### config.mk
export PLATFORM = sky130hd
export DESIGN_NAME = tmon_sensor_ctrl
export DESIGN_NICKNAME = d
export VERILOG_FILES = /design/src/rtl/tmon_sensor_ctrl.sv
export SDC_FILE = /design/constraint.sdc
export NUM_CORES = 1
export LEC_CHECK = 0
export BUFFER_PORTS_ARGS = -buffer_cell sky130_fd_sc_hd__buf_4
export CAP_MARGIN = 25
export CELL_PAD_IN_SITES_DETAIL_PLACEMENT = 2
export CELL_PAD_IN_SITES_GLOBAL_PLACEMENT = 2
export CORE_UTILIZATION = 30
export DETAILED_ROUTE_END_ITERATION = 8
export PLACE_DENSITY_LB_ADDON = 0.1
export SLEW_MARGIN = 20
export SYNTH_ARGS = -nofsm -noshare
export SYNTH_HDL_FRONTEND = slang
export SYNTH_SLANG_ARGS = --single-unit
### constraint.sdc
create_clock -name clk -period 2.88 [get_ports clk]
set_input_delay 0.864 -clock clk [delete_from_list [all_inputs] [get_ports clk]]
set_output_delay 0.864 -clock clk [all_outputs]
set_load 0.005 [all_outputs]
### src/rtl/tmon_sensor_ctrl.sv
// rtl/tmon_sensor_ctrl.sv - temperature sensor sequencer (op decode, periodic sampling, alert/timeout); TMON_HYST_EN adds alert-clear hysteresis
module tmon_sensor_ctrl #(
    parameter logic [7:0] DEF_FRQ  = 8'd100,
    parameter logic [7:0] DEF_HIGH = 8'd80,
    parameter int         TMO      = 16,
    parameter int         HYST     = 2
) (
    input  logic       clk,
    input  logic       reset,
    input  logic [1:0] op,
    input  logic [7:0] opnd,
    input  logic       valid,
    output logic       ready,
    output logic       ack,
    output logic       smp_req,
    input  logic       smp_valid,
    input  logic [7:0] smp_data,
    output logic [7:0] temp,
    output logic       alert,
    output logic       err
);

    typedef enum logic [1:0] {
        IDLE,
        EXEC,
        SAMPLE
    } state_t;

    localparam logic [1:0] OP_RESET    = 2'd1;
    localparam logic [1:0] OP_SET_FRQ  = 2'd2;
    localparam logic [1:0] OP_SET_HIGH = 2'd3;

    localparam int TW = $clog2(TMO + 1);
    localparam logic [TW-1:0] TMO_LAST = TW'(TMO - 1);

`ifdef TMON_HYST_EN
    localparam bit HYST_ON = 1'b1;
`else
    localparam bit HYST_ON = 1'b0;
`endif

    // Clear test is data + band < high + slack: with hysteresis that is data < high-HYST
    // (never true once high-HYST saturates at 0), without it data <= high.
    localparam logic [9:0] CLR_BAND  = HYST_ON ? 10'(HYST) : 10'd0;
    localparam logic [9:0] CLR_SLACK = HYST_ON ? 10'd0 : 10'd1;

    state_t          state;
    logic [7:0]      frq;
    logic [7:0]      high;
    logic [7:0]      cnt;
    logic            pending;
    logic [TW-1:0]   tmo_cnt;
    logic [1:0]      op_q;
    logic [7:0]      opnd_q;

    logic tick;
    logic accept;
    logic over_high;
    logic under_clr;

    assign tick      = (frq != 8'd0) && (cnt == 8'd1);
    assign accept    = (state == IDLE) && valid && ready;
    assign over_high = smp_data > high;
    assign under_clr = ({2'b00, smp_data} + CLR_BAND) < ({2'b00, high} + CLR_SLACK);

    always_ff @(posedge clk or negedge reset) begin
        if (!reset) begin
            state   <= IDLE;
            ready   <= 1'b0;
            ack     <= 1'b0;
            smp_req <= 1'b0;
            temp    <= 8'd0;
            alert   <= 1'b0;
            err     <= 1'b0;
            pending <= 1'b0;
            frq     <= DEF_FRQ;
            high    <= DEF_HIGH;
            cnt     <= DEF_FRQ;
            tmo_cnt <= '0;
            op_q    <= 2'd0;
            opnd_q  <= 8'd0;
        end else begin
            ack <= 1'b0;

            if (frq != 8'd0) begin
                cnt <= tick ? frq : cnt - 8'd1;
            end

            case (state)
                IDLE: begin
                    if (accept) begin
                        op_q   <= op;
                        opnd_q <= opnd;
                        ack    <= 1'b1;
                        ready  <= 1'b0;
                        state  <= EXEC;
                        if (tick) begin
                            pending <= 1'b1;
                        end
                    end else if (tick || pending) begin
                        pending <= 1'b0;
                        tmo_cnt <= '0;
                        smp_req <= 1'b1;
                        ready   <= 1'b0;
                        state   <= SAMPLE;
                    end else begin
                        ready <= 1'b1;
                    end
                end

                EXEC: begin
                    state <= IDLE;
                    ready <= 1'b1;
                    if (tick) begin
                        pending <= 1'b1;
                    end
                    // Later assignments here override the counter and pending updates above.
                    case (op_q)
                        OP_RESET: begin
                            frq     <= DEF_FRQ;
                            high    <= DEF_HIGH;
                            cnt     <= DEF_FRQ;
                            temp    <= 8'd0;
                            alert   <= 1'b0;
                            err     <= 1'b0;
                            pending <= 1'b0;
                        end
                        OP_SET_FRQ: begin
                            frq <= opnd_q;
                            cnt <= opnd_q;
                        end
                        OP_SET_HIGH: begin
                            high <= opnd_q;
                        end
                        default: begin
                        end
                    endcase
                end

                SAMPLE: begin
                    if (tick) begin
                        pending <= 1'b1;
                    end
                    if (smp_valid) begin
                        temp <= smp_data;
                        if (over_high) begin
                            alert <= 1'b1;
                        end else if (under_clr) begin
                            alert <= 1'b0;
                        end
                        smp_req <= 1'b0;
                        ready   <= 1'b1;
                        state   <= IDLE;
                    end else if (tmo_cnt == TMO_LAST) begin
                        err     <= 1'b1;
                        smp_req <= 1'b0;
                        ready   <= 1'b1;
                        state   <= IDLE;
                    end else begin
                        tmo_cnt <= tmo_cnt + 1'b1;
                    end
                end

                default: begin
                    state   <= IDLE;
                    ready   <= 1'b0;
                    smp_req <= 1'b0;
                end
            endcase
        end
    end

endmodule

Word-level counts from Yosys, hierarchy flattened
Index checks and enable logic that the tools add are counted.

operators by class
  equality and inequality tests = 17
  add/sub/neg operators = 3
  reductions and logical operators = 21
  muxes and demuxes = 43
  magnitude comparators = 2
  bitwise operators = 1

operators by type and width
  cell                                              count
  case mux 8 bit (2 select lines)                   4
  two-way mux 8 bit                                 5
  two-way mux 5 bit                                 4
  two-way mux 1 bit                                 19
  inequality test 2 bit, second input constant      6
  AND reduction 4 bit                               3
  case mux 5 bit (2 select lines)                   1
  AND reduction 2 bit                               5
  adder 8 x 1 -> 9 bit, second input constant       1
  less-than comparator 8 x 9 -> 1 bit               1
  case mux 1 bit (3 select lines)                   3
  == test 8 x 1 -> 1 bit, second input constant     1
  greater-than comparator 8 bit                     1
  two-way mux 2 bit                                 4
  nonzero test 2 bit                                4
  nonzero test 8 bit                                1
  subtractor 8 x 1 -> 8 bit, second input constant  1
  == test 2 bit, second input constant              3
  inequality test 3 bit, second input constant      2
  adder 5 x 1 -> 5 bit, second input constant       1
  == test 5 x 4 -> 1 bit, second input constant     1
  AND reduction 5 bit                               1
  == test 2 x 1 -> 1 bit, second input constant     2
  case mux 1 bit (2 select lines)                   2
  other kinds (9)                                   11

storage, ports and cells
  input bits = 22
  register bits after elaboration = 55
  output and inout port bits = 13
  word-level logic and storage cells = 101

Depth between registers and ports, before layout
  word-level depth = 6
  gate-level depth with buffers = 10
  gate-level depth less buffers = 10

Worst setup path before layout
OpenSTA, ideal clock, no wires.

  path kind = input-to-reg
  start point = in smp_valid
  end point = reg tmo_cnt[3]
  buffers on the path = 1
  data arrival time = 2,277 ps
  cell stages on the path = 6
  setup time = 69 ps
  required time = 2,811 ps
  path slack = 534 ps
  cells stage by stage = clkbuf_1 nor3b_2 a21o_1 o311ai_2 or4_1 nand3_1

between the ends
  word-level cells in the longest chain between the ends = 2

RTL lines
  item                                    line  RTL
  start: declaration                      16    input logic smp_valid,
  inequality test 2 bit (no source line)  n/a
  AND reduction 5 bit (no source line)    n/a
  end signal: assignment                  160   tmo_cnt <= tmo_cnt + 1'b1;
  end: declaration                        52    logic [TW-1:0] tmo_cnt;

Every way passes these cells.
A chain may end at the register's enable or synchronous reset.

Worst setup path after layout
  start point = reg cnt[0]
  end point = reg tmo_cnt[3]

between the ends
  word-level cells in the longest chain between the ends = 5

RTL lines
  item                                             line  RTL
  start: declaration                               50    logic [7:0] cnt;
  start signal: assignment                         86    cnt <= tick ? frq : cnt - 8'd1;
  start signal: assignment                         130   cnt <= opnd_q;
  == test 8 x 1 -> 1 bit                           61    assign tick = (frq != 8'd0) && (cnt == 8'd1);
  logical AND 1 bit                                61
  logical OR 1 bit                                 100   end else if (tick || pending) begin
  inequality test 2 x 1 -> 1 bit (no source line)  n/a
  AND reduction 5 bit (no source line)             n/a

Every way passes these cells.

==> key figures <==
Logic synthesis
  – Register bit total from synthesis: 55
  – Number of distinct library cells after synthesis: 52
  – Sequential element share of the synthesized area: roughly 43%
  – Most common flop cell mapped by yosys: sky130_fd_sc_hd__dfrtp_1
  – Post-synthesis instance area: 0.00324 mm^2
  – Count of flip-flops with a built-in enable after synthesis: 0
  – Gate count after technology mapping: 345
  – Synth warnings: 0
  – Mean Syn Cell Area: 9.40 um^2
  – Net count of the mapped netlist: 396
  – Share of synthesized flip-flops with an asynchronous set or reset: between 90% and 100%

Final layout
  – Final non-filler cell area: around 0.0038 mm^2
  – # nets final: 435
  – Number of antenna diodes: 0
  – Proportion of layout cells with a drive suffix above 1: 17.9%
  – Filler instances: 1166
  – Total area of multi-input combinational cells: 0.00172 mm^2
  – P&R area growth vs syn: 16.7%
  – FF/Latch Area: roughly 0.0014 mm^2

CTS
  – Post-cts hold buffer count: 0
  – Total setup buffers inserted after CTS: 0
  – Clk Latency, worst-skew pair: 0.32 ns
  – Number of sinks on the clock net: 55
  – Maximum number of buffers from clock root to sink: 2
  – Reg clk slew, reported paths: around 0.11 ns
  – Post-CTS Resized: 0
  – Clock tree from TritonCTS: yes
  – CTS H-tree depth: 2
  – Cts bufs inserted: 5
  – Clock Root Buffer: sky130_fd_sc_hd__clkbuf_8

Placement
  – Placer Congestion: 0.763
  – Number of port buffers: 34
  – Post-place setup slack: 0.241 ns
  – Total cell area at the placement stage: roughly 0.0037 mm^2
  – Estimated wirelength of the detail-placed design: around 7.3 mm

Worst hold path
  – Worst Hold Launch: tmo_cnt[4]
  – Worst Hold Endpoint: tmo_cnt[4]
  – Type of the worst min-delay path: register to register
  – Number of cells traversed by the worst hold path: 2

STA
  – RSZ-0062 raised after global routing: false
  – TNS Setup: 0 ns
  – Final-report max-slew violation count: 0
  – Minimum clock period after layout: 2.60 ns
  – Final period utilization: 90.4%
  – Slew at the pin closest to its max-slew limit: 0.728 ns
  – Highest attainable clock frequency: 384 MHz
  – Hold Worst Slack: between 0.4 and 0.5 ns
  – Fin Clk Skew: 0.0121 ns
  – Max-slew headroom at the worst pin: 51.4%
  – Hold violation total from the final report: 0
  – Total setup violations reported at the end of the flow: 0
  – Final worst setup slack: between 0.2 and 0.3 ns

Routing
  – Drt total wl: about 9.5 mm
  – Overall via count from detail_route: about 2800
  – Post-route ant nets: 0
  – Detailed Routing Iterations Pass 1: 4
  – Number of DRC violations after detailed routing: 0
  – 1st-iter DRT viols: 91
  – Routed length per instance: 18.3 um
  – Vias per Instance: roughly 5.3

Floorplanning
  – Number of top-level pins: 35
  – Floorplan die area: 0.0112 mm^2
  – Height of the die: 106 um
  – Initial core utilization: 31.1%
  – Die width: 106 um
  – Site row count: 37
  – Core Area: around 0.010 mm^2

Critical path
  – Largest fanout on the critical path: 10
  – Beginning of the worst register-to-register path: cnt[0]
  – Startpoint-to-endpoint class of the critical path: register to register
  – Worst path required time: 3.15 ns
  – Startpoint type of the worst setup path: register
  – CP arrival: approximately 2.9 ns
  – Worst reg-to-reg path cell count: 6
  – Kind of end point of the critical path: register
  – Worst setup slack for register-to-register paths: roughly 0.28 ns
  – Critical register-to-register path endpoint: tmo_cnt[3]

Global route
  – Global-route wire length before repair: between 15 and 20 mm
  – Vias in the first global route: 3001
  – Maximum number of pins on one net before global-route repair: 56
  – Antenna violations before repair: 0
  – Overall track demand over capacity in global routing: a little under a fifth
  – Total global routing overflow: 0

Power and ir drop
  – Cell leakage power: 1.75 nW
  – Power per unit of standard cell area: a little under 1000 mW/mm^2
  – Peak ir drop on the vdd network: 0.334 mV

Flow run
  – Max-cap viol count: 0

Run status
  – Status: completed
[synthesized netlist by cell type, types with 3 or more instances]
| master | instances | area share [%] |
|---|---|---|
| sky130_fd_sc_hd__dfrtp_1 | 47 | 36 |
| sky130_fd_sc_hd__nand2_1 | 46 | 5.3 |
| sky130_fd_sc_hd__ha_1 | 29 | 11 |
| sky130_fd_sc_hd__inv_1 | 24 | 2.8 |
| sky130_fd_sc_hd__o21ai_0 | 22 | 3.4 |
| sky130_fd_sc_hd__a21oi_1 | 21 | 3.2 |
| sky130_fd_sc_hd__a22o_1 | 21 | 5.7 |
| sky130_fd_sc_hd__nor2_1 | 18 | 2.1 |
| sky130_fd_sc_hd__nand3_1 | 12 | 1.9 |
| sky130_fd_sc_hd__clkbuf_1 | 10 | 1.2 |
| sky130_fd_sc_hd__dfstp_2 | 8 | 6.5 |
| sky130_fd_sc_hd__o31ai_1 | 6 | 1.4 |
| sky130_fd_sc_hd__xnor2_1 | 6 | 1.6 |
| sky130_fd_sc_hd__a31oi_1 | 5 | 0.96 |
| sky130_fd_sc_hd__nand2b_1 | 5 | 0.96 |
| sky130_fd_sc_hd__nor3_1 | 5 | 0.77 |
| sky130_fd_sc_hd__and3_1 | 4 | 0.77 |
| sky130_fd_sc_hd__nor2b_1 | 4 | 0.77 |
| sky130_fd_sc_hd__a211oi_1 | 3 | 0.69 |
| sky130_fd_sc_hd__a21o_1 | 3 | 0.69 |
| sky130_fd_sc_hd__nor4_1 | 3 | 0.58 |
| sky130_fd_sc_hd__o211ai_1 | 3 | 0.69 |
| sky130_fd_sc_hd__o21a_1 | 3 | 0.69 |
| sky130_fd_sc_hd__o41ai_1 | 3 | 0.81 |
[kinds of logic after synthesis]
| logic type | after synthesis | synth area share (%) |
|---|---|---|
| buf+inv | 36 | 4.17 |
| fa+ha+maj | 29 | 11.2 |
| xor+xnor | 6 | 1.62 |
| mux | 1 | 0.347 |
| flops | 55 | 42.8 |
| compound gates | 110 | 24.0 |
| simple gates | 108 | 15.9 |
[area by class of cell]
type / instances / share of cell area (%)
clock inverter: 3 / 0.661
sequential: 55 / 36.6
inverter: 26 / 2.58
multi-input combinational: 254 / 45.5
timing repair buffer: 42 / 8.33
clock buffer: 5 / 1.82
tap: 136 / 4.50
[worst max path at each step]
stage	end	startpoint
5_1_grt	tmo_cnt[3]	cnt[0]
6_report	tmo_cnt[3]	cnt[0]
4_1_cts	tmo_cnt[3]	cnt[1]
3_3_place_gp	tmo_cnt[3]	cnt[1]
3_5_place_dp	tmo_cnt[3]	cnt[1]
2_1_floorplan	tmo_cnt[3]	smp_valid
[state kept, by name, summed over array words and instances (netlist names)]
| register | cells |
|---|---|
| err | 1 |
| tmo_cnt | 5 |
| state | 2 |
| ack | 1 |
| ready | 1 |
| high | 8 |
| pending | 1 |
| frq | 8 |
| alert | 1 |
| smp_req | 1 |
| temp | 8 |
| opnd_q | 8 |
| cnt | 8 |
| op_q | 2 |
[cells in the final DEF (no fill, tap or decap), types with 2 or more instances in the layout]
cell type and count:
sky130_fd_sc_hd__xnor2_1 6, sky130_fd_sc_hd__nor3_1 5, sky130_fd_sc_hd__o211ai_1 3, sky130_fd_sc_hd__o211a_1 2, sky130_fd_sc_hd__a31oi_1 5, sky130_fd_sc_hd__buf_4 42
sky130_fd_sc_hd__clkbuf_8 5, sky130_fd_sc_hd__nor2b_1 4, sky130_fd_sc_hd__o41ai_1 3, sky130_fd_sc_hd__a22o_1 21, sky130_fd_sc_hd__and2_1 2, sky130_fd_sc_hd__a21oi_1 21
sky130_fd_sc_hd__clkinv_1 2, sky130_fd_sc_hd__a21o_1 3, sky130_fd_sc_hd__o31ai_1 6, sky130_fd_sc_hd__a211oi_1 3, sky130_fd_sc_hd__ha_1 29, sky130_fd_sc_hd__dfrtp_1 47
sky130_fd_sc_hd__nand2b_1 5, sky130_fd_sc_hd__o21a_1 3, sky130_fd_sc_hd__and3_1 4, sky130_fd_sc_hd__o221ai_1 2, sky130_fd_sc_hd__nand3_1 12, sky130_fd_sc_hd__nor4_1 3
sky130_fd_sc_hd__dfstp_2 8, sky130_fd_sc_hd__nand2_1 46, sky130_fd_sc_hd__nor2_1 18, sky130_fd_sc_hd__o22ai_1 2, sky130_fd_sc_hd__clkinv_4 2, sky130_fd_sc_hd__a22oi_1 2
sky130_fd_sc_hd__o21ai_0 22, sky130_fd_sc_hd__inv_1 24
[metal layers]
metal / share of wire (%) / up-vias / track usage, %
li1: - / 1326 / -
met1: 52 / 1409 / 26.2
met2: 46 / 24 / 28.9
met3: 1.4 / 6 / 2.21
met4: 0.77 / 0 / 3.57
met5: 0 / - / 0
[metrics by stage]
stage	cells	util, %	total power (W)
detailed placement	513	35.4	0.00331
global placement	513	35.4	0.00322
finish	521	36.3	0.00374
CTS	521	36.3	0.00380
global route	521	36.3	0.00407
floorplan	345	-	0.00259
[worst max-delay path, cell delays in order, from the launching register on]
cell                       delay, ns
sky130_fd_sc_hd__dfrtp_1        0.51
sky130_fd_sc_hd__ha_1           0.25
sky130_fd_sc_hd__or3b_2         0.53
sky130_fd_sc_hd__a211oi_2       0.37
sky130_fd_sc_hd__o311ai_2       0.26
sky130_fd_sc_hd__or4_1          0.53
sky130_fd_sc_hd__nand3_1        0.09
[report_power, final]
part           internal [W]  switching [W]
Combinational      0.000791        0.00105
Clock              0.000175       0.000291
Sequential          0.00110       0.000335
Total               0.00207        0.00168
Note: power is estimated with default switching activity, not from simulation.
